[config.mk]
export PLATFORM = sky130hd
export DESIGN_NAME = ack_tracker
export DESIGN_NICKNAME = d
export VERILOG_FILES = /design/src/rtl/ack_tracker.sv
export SDC_FILE = /design/constraint.sdc
export NUM_CORES = 1
export LEC_CHECK = 0
export ABC_AREA = 1
export CORE_MARGIN = 2
export CORE_UTILIZATION = 45
export DETAILED_ROUTE_END_ITERATION = 7
export PLACE_DENSITY = 0.63
export SLEW_MARGIN = 0
export SYNTH_ARGS = -nofsm -noshare
export SYNTH_HDL_FRONTEND = slang
export SYNTH_SLANG_ARGS = --single-unit
[constraint.sdc]
create_clock -name clk_i -period 9.55 [get_ports clk_i]
set_input_delay 1.91 -clock clk_i [delete_from_list [all_inputs] [get_ports clk_i]]
set_output_delay 1.91 -clock clk_i [all_outputs]
set_load 0.02 [all_outputs]
[src/rtl/ack_tracker.sv]
// ack_tracker: keeps per-ID outstanding read/write bitmaps, retires them on
// acknowledges, flags protocol errors (duplicate issue, unexpected ack) and,
// optionally, runs a no-progress watchdog.
//
// Optional feature: define ACK_TRACKER_WATCHDOG_EN to build the watchdog
// counter and the TIMEOUT state. Without it tmo_o is tied low and TIMEOUT is
// unreachable.
//
// Handshake: an issue is accepted on a rising clk_i edge when
// req_i & req_rdy_o & ce_i; req_rdy_o is combinational from registered state
// only. The ack side has no back-pressure: every cycle with ce_i high and
// ack_i == ~ACK_LEVEL is one acknowledge.
module ack_tracker #(
  parameter int   MAX_OUT   = 8,
  parameter int   TIMEOUT   = 1023,
  parameter logic ACK_LEVEL = 1'b0
) (
  input  logic       clk_i,
  input  logic       rst_ni,
  input  logic       ce_i,
  input  logic       req_i,
  input  logic       req_we_i,
  input  logic [3:0] req_id_i,
  input  logic       ack_i,
  input  logic       ack_we_i,
  input  logic [3:0] ack_rid_i,
  input  logic [3:0] ack_wid_i,
  input  logic       clr_i,
  output logic       req_rdy_o,
  output logic       busy_o,
  output logic       rd_done_o,
  output logic       wr_done_o,
  output logic [3:0] done_id_o,
  output logic       err_o,
  output logic [1:0] err_code_o,
  output logic       tmo_o,
  output logic [4:0] count_o,
  output logic [1:0] state_o
);

  typedef enum logic [1:0] {
    ST_IDLE    = 2'd0,
    ST_BUSY    = 2'd1,
    ST_TIMEOUT = 2'd2
  } state_t;

  localparam logic [4:0] MAX_CNT = 5'(MAX_OUT);

  state_t      state_q, state_nxt;
  logic [15:0] rd_pend_q, rd_pend_nxt;
  logic [15:0] wr_pend_q, wr_pend_nxt;
  logic [4:0]  count_q, count_nxt;
  logic        err_q, err_nxt;
  logic [1:0]  err_code_q, err_code_nxt;
  logic        rd_done_q, rd_done_nxt;
  logic        wr_done_q, wr_done_nxt;
  logic [3:0]  done_id_q, done_id_nxt;
  logic        tmo_q;
  logic        wd_fire;

  logic        ack_vld, ack_pend, ack_hit, ack_bad;
  logic [3:0]  ack_id;
  logic [15:0] ack_oh, req_oh;
  logic [15:0] rd_after_ack, wr_after_ack;
  logic        iss_try, iss_pend, iss_ok, iss_dup;

  assign req_rdy_o  = (count_q < MAX_CNT) & ~tmo_q & ~err_q;
  assign busy_o     = (count_q != 5'd0);
  assign rd_done_o  = rd_done_q;
  assign wr_done_o  = wr_done_q;
  assign done_id_o  = done_id_q;
  assign err_o      = err_q;
  assign err_code_o = err_code_q;
  assign tmo_o      = tmo_q;
  assign count_o    = count_q;
  assign state_o    = state_q;

  // Decode the acknowledge and retire it before looking at the issue, so a
  // same-ID re-issue in the same cycle sees the bit already cleared.
  always_comb begin
    ack_vld      = (ack_i == ~ACK_LEVEL);
    ack_id       = ack_we_i ? ack_wid_i : ack_rid_i;
    ack_oh       = 16'd1 << ack_id;
    req_oh       = 16'd1 << req_id_i;
    ack_pend     = ack_we_i ? wr_pend_q[ack_id] : rd_pend_q[ack_id];
    ack_hit      = ack_vld & ack_pend;
    ack_bad      = ack_vld & ~ack_pend;
    rd_after_ack = rd_pend_q & ~((ack_hit & ~ack_we_i) ? ack_oh : 16'd0);
    wr_after_ack = wr_pend_q & ~((ack_hit &  ack_we_i) ? ack_oh : 16'd0);
    iss_try      = req_i & req_rdy_o;
    iss_pend     = req_we_i ? wr_after_ack[req_id_i] : rd_after_ack[req_id_i];
    iss_ok       = iss_try & ~iss_pend;
    iss_dup      = iss_try & iss_pend;
  end

  // Next values of the tracking datapath; clr_i overrides everything.
  always_comb begin
    rd_pend_nxt  = rd_after_ack | ((iss_ok & ~req_we_i) ? req_oh : 16'd0);
    wr_pend_nxt  = wr_after_ack | ((iss_ok &  req_we_i) ? req_oh : 16'd0);
    count_nxt    = count_q + {4'd0, iss_ok} - {4'd0, ack_hit};
    err_nxt      = err_q | ack_bad | iss_dup;
    err_code_nxt = err_code_q;
    if (!err_q) begin
      if (ack_bad)      err_code_nxt = 2'd2;
      else if (iss_dup) err_code_nxt = 2'd1;
    end
    rd_done_nxt  = ack_hit & ~ack_we_i;
    wr_done_nxt  = ack_hit &  ack_we_i;
    done_id_nxt  = ack_hit ? ack_id : done_id_q;
    if (clr_i) begin
      rd_pend_nxt  = '0;
      wr_pend_nxt  = '0;
      count_nxt    = '0;
      err_nxt      = 1'b0;
      err_code_nxt = 2'd0;
      rd_done_nxt  = 1'b0;
      wr_done_nxt  = 1'b0;
      done_id_nxt  = 4'd0;
    end
  end

  // FSM next state: IDLE -> BUSY on issue, BUSY -> IDLE when drained,
  // BUSY -> TIMEOUT on watchdog expiry, only clr_i leaves TIMEOUT.
  always_comb begin
    state_nxt = state_q;
    case (state_q)
      ST_IDLE:    if (iss_ok) state_nxt = ST_BUSY;
      ST_BUSY: begin
        if (count_nxt == 5'd0) state_nxt = ST_IDLE;
        else if (wd_fire)      state_nxt = ST_TIMEOUT;
      end
      ST_TIMEOUT: state_nxt = ST_TIMEOUT;
      default:    state_nxt = ST_IDLE;
    endcase
    if (clr_i) state_nxt = ST_IDLE;
  end

  // State register for the FSM and tracking datapath; ce_i freezes all of it.
  always_ff @(posedge clk_i or negedge rst_ni) begin
    if (!rst_ni) begin
      state_q    <= ST_IDLE;
      rd_pend_q  <= '0;
      wr_pend_q  <= '0;
      count_q    <= '0;
      err_q      <= 1'b0;
      err_code_q <= 2'd0;
      rd_done_q  <= 1'b0;
      wr_done_q  <= 1'b0;
      done_id_q  <= 4'd0;
    end else if (ce_i) begin
      state_q    <= state_nxt;
      rd_pend_q  <= rd_pend_nxt;
      wr_pend_q  <= wr_pend_nxt;
      count_q    <= count_nxt;
      err_q      <= err_nxt;
      err_code_q <= err_code_nxt;
      rd_done_q  <= rd_done_nxt;
      wr_done_q  <= wr_done_nxt;
      done_id_q  <= done_id_nxt;
    end
  end

`ifdef ACK_TRACKER_WATCHDOG_EN
  localparam logic [15:0] TMO_LIM = 16'(TIMEOUT);

  logic [15:0] wd_q, wd_nxt;
  logic        tmo_nxt;

  // Watchdog fires on the edge where the count would reach TIMEOUT, so tmo_o
  // rises exactly TIMEOUT edges after BUSY is entered; it never wraps.
  always_comb begin
    wd_fire = (state_q == ST_BUSY) & ~ack_vld & ((wd_q + 16'd1) == TMO_LIM);
    wd_nxt  = wd_q;
    if (clr_i || state_q == ST_IDLE || ack_vld) wd_nxt = 16'd0;
    else if (state_q == ST_BUSY)                wd_nxt = wd_q + 16'd1;
    tmo_nxt = clr_i ? 1'b0 : (tmo_q | wd_fire);
  end

  // Watchdog counter and sticky timeout flag.
  always_ff @(posedge clk_i or negedge rst_ni) begin
    if (!rst_ni) begin
      wd_q  <= 16'd0;
      tmo_q <= 1'b0;
    end else if (ce_i) begin
      wd_q  <= wd_nxt;
      tmo_q <= tmo_nxt;
    end
  end
`else
  logic unused_timeout;
  assign unused_timeout = ^TIMEOUT;
  assign wd_fire        = 1'b0;
  assign tmo_q          = 1'b0;
`endif

endmodule

# Yosys cells after proc, flatten, opt, wreduce, memory -nomap -nowiden
# Index checks and enable logic that the tools add are counted.
# op_classes
addsub	2
n_mul	0
n_div	0
magnitude_cmp	3
n_eq_ne	5
shifts	2
muxes	31
bitwise	23
n_reduce_logical	8
# op_table
operator	count
two-way mux 16 bit	6
bitwise AND 16 bit	2
inverter 16 bit	2
bitwise OR 16 bit	2
left shift 1 x 4 -> 16 bit, first input constant	2
binary-select mux 1 bit (select 4 bit)	4
two-way mux 2 bit	7
two-way mux 4 bit	3
bitwise AND 1 bit	10
< comparator 4 x 5 -> 1 bit, second input constant	2
two-way mux 1 bit	9
inequality test 3 bit, second input constant	2
one-hot mux 2 bit (3 select lines)	1
AND reduction 3 bit	2
adder 5 x 1 -> 5 bit	1
logical NOT 5 bit	1
< comparator 5 x 4 -> 1 bit, second input constant	1
two-way mux 5 bit	1
inverter 1 bit	5
nonzero test 5 bit	1
subtractor 5 x 1 -> 5 bit	1
nonzero test 3 bit	1
== test 2 x 1 -> 1 bit, second input constant	1
== test 2 bit, second input constant	1
other kinds (5)	6
# totals
register_bits	48
latch_bits	0
ramBits	0
rom_bits	0
in_bits	20
output_inout_bits	19
wordCells	83
mem_count	0

# Longest topological paths before layout
# logic_depth
depth_word	21
mapped_depth	42
ltp_nobuf	39

# Least setup slack after synthesis
# No wires, ideal clock.
# synth_timing
path_kind	input port to flip-flop
startpoint	in ack_we_i
endpoint	reg state_q[0], in the netlist state_o[0]
setup_time_ns	0.117
arrival_time_ns	5.446
required_ns	9.433
path_slack_ns	3.987
cell_stages	36
path_buffers	2
cell_sequence	buf_6 -> inv_4 -> or2_1 -> o21ai_2 -> buf_6 -> nand3_2 -> nand3_1 -> nand2_2 -> nor2_4 -> nand3_1 -> nand2_1 -> nand2_1 -> nand2_1 -> o21ai_0 -> a21oi_2 -> nand2_1 -> nand2_1 -> nand2_1 -> ha_1 -> inv_1 -> ha_1 -> inv_1 -> fa_1 -> inv_1 -> nand2_1 -> a21oi_1 -> nor2_1 -> o21ai_0 -> a21o_1 -> nand4_1 -> nand3b_1 -> nand2_1 -> inv_1 -> nand2_1 -> nand2_1 -> nand2_1
# synth_between
elab_chain_len	20
word_cells_on_any_way	31
cone_classes	2 x add/sub; 2 x eq/ne; 1 x shift; 14 x mux; 10 x bitwise; 2 x reduce/logical
# synth_lines
element	line	text
start, declared	25	input logic ack_we_i,
two-way mux 4 bit	82	ack_id = ack_we_i ? ack_wid_i : ack_rid_i;
binary-select mux 1 bit (select 4 bit)	85	ack_pend = ack_we_i ? wr_pend_q[ack_id] : rd_pend_q[ack_id];
two-way mux 1 bit (not written as such)	85	
two-way mux 1 bit	85	
bitwise AND 1 bit	86	ack_hit = ack_vld & ack_pend;
bitwise AND 1 bit, on equally long branches	88, 89	
two-way mux 16 bit, on equally long branches	88, 89	
inverter 16 bit, on equally long branches	88, 89	
[... 4 more ...]	--	
inverter 1 bit	92	iss_ok = iss_try & ~iss_pend;
bitwise AND 1 bit	92	
adder 5 x 1 -> 5 bit	100	count_nxt = count_q + {4'd0, iss_ok} - {4'd0, ack_hit};
subtractor 5 x 1 -> 5 bit	100	
two-way mux 5 bit	110	if (clr_i) begin
logical NOT 5 bit	129	if (count_nxt == 5'd0) state_nxt = ST_IDLE;
inequality test 3 bit (no line)	--	
AND reduction 3 bit (no line) *	--	
end signal, assigned	151	state_q <= state_nxt;
end, declared	49	state_t state_q, state_nxt;
# Every way passes the cells marked *; elsewhere a longest branch is shown, timed or not. The select of a mux whose other input is x is not followed.
# A chain may end at the register's enable or synchronous reset.

# Worst setup path after layout
# Same ends and word-level chain as after synthesis.

==> impl_metrics.yaml <==
layout:
  utilization_pct: 51.6
  final_nets: 636
  drive_gt1_share_pct: 6.40
  final_area_um2: 4240
  syn_to_final_growth_pct: 11.5
  antenna_cells: 0
  stdcell_count: 714
  fill_cells: 872
drt:
  dr.pass1.iters: 6
  wl_um: 11300
  wl_per_cell_um: 15.8
  viasPerCell: 5.53
  drtIter0Drc: 259
  vias: 3946
  drc: 0
  ant_nets: 0
placed_design:
  placed_area_um2: 4140
  portBuffers: 37
  dp_cells: 706
  dp_hpwl_um: 8100
  place_congestion: 0.973
critical_path:
  worstPathRequired_ns: 9.77
  startpoint_type: "primary input"
  critPathMaxStageDelay_ns: 0.96
  critPathMostFrequentCell: "nand2_1"
  crit_arrival_ns: 7.54
  slowest_stage: "o21ai_0"
  criticalPathCategory: "primary input to flop"
  crit_fanout: 18
  crit_path_end_kind: "flop"
floorplanning:
  core-area_um2: 8220
  boundaryPins: 39
  dieWidth_um: 95.9
  die_h_um: 95.9
  floorplan.die_area_um2: 9190
  initial_core_util_pct: 46.2
  rows: 33
synthesis:
  synth.distinct_cells: 35
  syn-num-nets: 617
  syn_inst: 589
  synth_seq_cells: 48
  syn_area_per_cell_um2: 6.45
  synth_area_um2: 3800
  yosysSeqAreaShare_pct: 31.6
  synth_warnings: 0
sta:
  finClkSkew_ns: 0.0105
  slew-limit-headroom_pct: 20.9
  worstMarginPinSlew_ns: 1.18
  slew_violations: 0
  setup_violations: 0
  hold_viol_final: 0
  period_needed_ns: 7.31
  max_freq_mhz: 137
  rsz0062_at_grt: "no"
  fin_crit_sh_pct: 76.6
  finalSetupTns_ns: 0
cts:
  clk_pin_slew_ns: 0.10
  worstSkewPairLatency_ns: 0.32
  cts_max_level: 2
  cts_buffers: 5
  cts_sinks: 48
  ctsRootBufferMaster: "clkbuf_8"
  post_cts_buffers: 0
  clk_path_buf_depth: 2
  holdBufCountCts: 0
  cts_resized: 0
  cts_tree: "done"
power_and_ir_drop:
  peakVddDrop_mv: 0.0579
  leakage_uw: 0.00202
  power_frac_seq_pct: 36.9
  p_sw_share_pct: 40.4
  finalPower_uw: 630
  p_int_uw: 375
  power_density_nw_per_um2: 149
  pwr-share-comb_pct: 41.7
  switchingPower_uw: 255
  p_clk_share_pct: 21.4
grt:
  grt_pass1_vias: 3774
  track_usage_pct: 26.7
  use_met1_pct: 34.9
  global_route.usage.met3_pct: 3.13
  antenna_found_initial: 0
  grt_overflow: 0
  grt_max_degree: 49
  grt.busiest_layer: "met2"
  grtUsageMet2_pct: 45.6
  grt_pass1_wl_um: 18600
flow_run:
  drv_cap: 0
run_status:
  status: "finished, final reports clean"
worst_hold_path:
  hold_class: "flop to flop"
[cell type report]
cell class	instances	area (um2)	share of cell area [%]
Clock buffer	6	82.6	1.95
Clock inverter	2	10.0	0.236
Inverter	72	273	6.44
Multi-Input combinational cell	441	2150	50.8
Sequential cell	48	1200	28.4
Tap cell	105	131	3.10
Timing Repair Buffer	40	388	9.16
[cells in the final DEF, fill, tap and decap left out, drive strengths merged]
cell and n:
o21ai 74, o21bai 12, a21oi 8, a32o 2, clkbuf 6, nand3 66
fa 1, ha 7, nand2 215, inv 72, a21o 2, clkdlybuf4s50 36
dfrtp 48, nand3b 3, a31oi 1, nand4 4, or2 1, clkinv 2
nor3 18, nor2 26, buf 4, conb 1
[cell usage after synthesis]
library cell	number	share of area (%)
inv_2	2	0.20
a32o_1	2	0.53
a31oi_1	1	0.16
o21bai_1	6	1.2
buf_2	3	0.40
buf_1	2	0.20
ha_1	7	2.3
nor2_1	23	2.3
a21o_1	2	0.40
nand2_1	209	21
inv_1	69	6.8
nand3_4	2	0.92
o21bai_2	6	1.8
a21oi_1	7	0.92
or2_1	1	0.16
buf_6	8	2.4
o21ai_1	21	2.8
clkbuf_1	13	1.3
nor2_4	2	0.59
o21ai_0	51	6.7
dfrtp_1	48	32
nand3_1	61	8.0
nand3_2	3	0.79
nand4_1	4	0.66
nor2_2	1	0.16
buf_4	2	0.40
conb_1	1	0.099
inv_4	1	0.16
nand2_2	4	0.66
nand3b_1	3	0.59
o21ai_2	2	0.46
nand2_4	2	0.59
a21oi_2	1	0.23
nor3_1	18	2.4
fa_1	1	0.53
[layer usage]
| layer | part of all wire [%] | vias up |
|---|---|---|
| met2 | 49 | 137 |
| met5 | 0 | - |
| met4 | 2.6 | 0 |
| met3 | 5.6 | 19 |
| li1 | - | 1930 |
| met1 | 43 | 1860 |
[flip-flops by register name (all words and copies together), names as in the netlist]
signal      count
rd_pend_q      16
wr_pend_q      16
count_o         5
done_id_o       4
err_code_o      2
state_o         2
err_o           1
rd_done_o       1
wr_done_o       1
[stage by stage]
step	hold slack [ns]	worst slack, ns
floorplan	0.462	3.99
global placement	0.458	2.17
detailed placement	0.461	1.97
CTS	0.486	2.28
global route	0.496	1.69
finish	0.483	2.24
[power groups by stage]
stage               combinational (uW)  sequential, uW  clock (uW)
CTS                                263             233         137
finish                             263             233         135
global placement                   260             236           0
floorplan                          156             253           0
detailed placement                 262             237           0
global route                       293             235         146
[worst max-delay path: cells and delay by family]
kind | cells | cell delay [ns]
buffers and inverters | 6 | 1.31
adder cells (fa/ha/maj) | 3 | 0.79
AO/OA/AOI/OAI | 6 | 1.67
AND/OR/NAND/NOR | 18 | 1.82
[worst paths after layout]
path,startpoint,end,slack (ns),cells after the start
setup / recovery,ack_we_i,state_o[0],2.24,33
hold / removal,err_code_o[0],err_code_o[0],0.48,2
setup reg to reg,rd_pend_q[1],state_o[0],5.06,35
hold reg to reg,err_code_o[0],err_code_o[0],0.48,2
max in group asynchronous,rst_ni,wr_pend_q[1],7.43,2
min in group asynchronous,rst_ni,count_o[3],1.69,2
[cells by family after synthesis]
family | share of synthesized area, %
AO/OA/AOI/OAI | 15.2
adder cells (fa/ha/maj) | 2.83
flip-flops | 31.6
AND/OR/NAND/NOR | 38.5
other | 0.0987
buffers and inverters | 11.8
(Power assumes the default switching activity.)
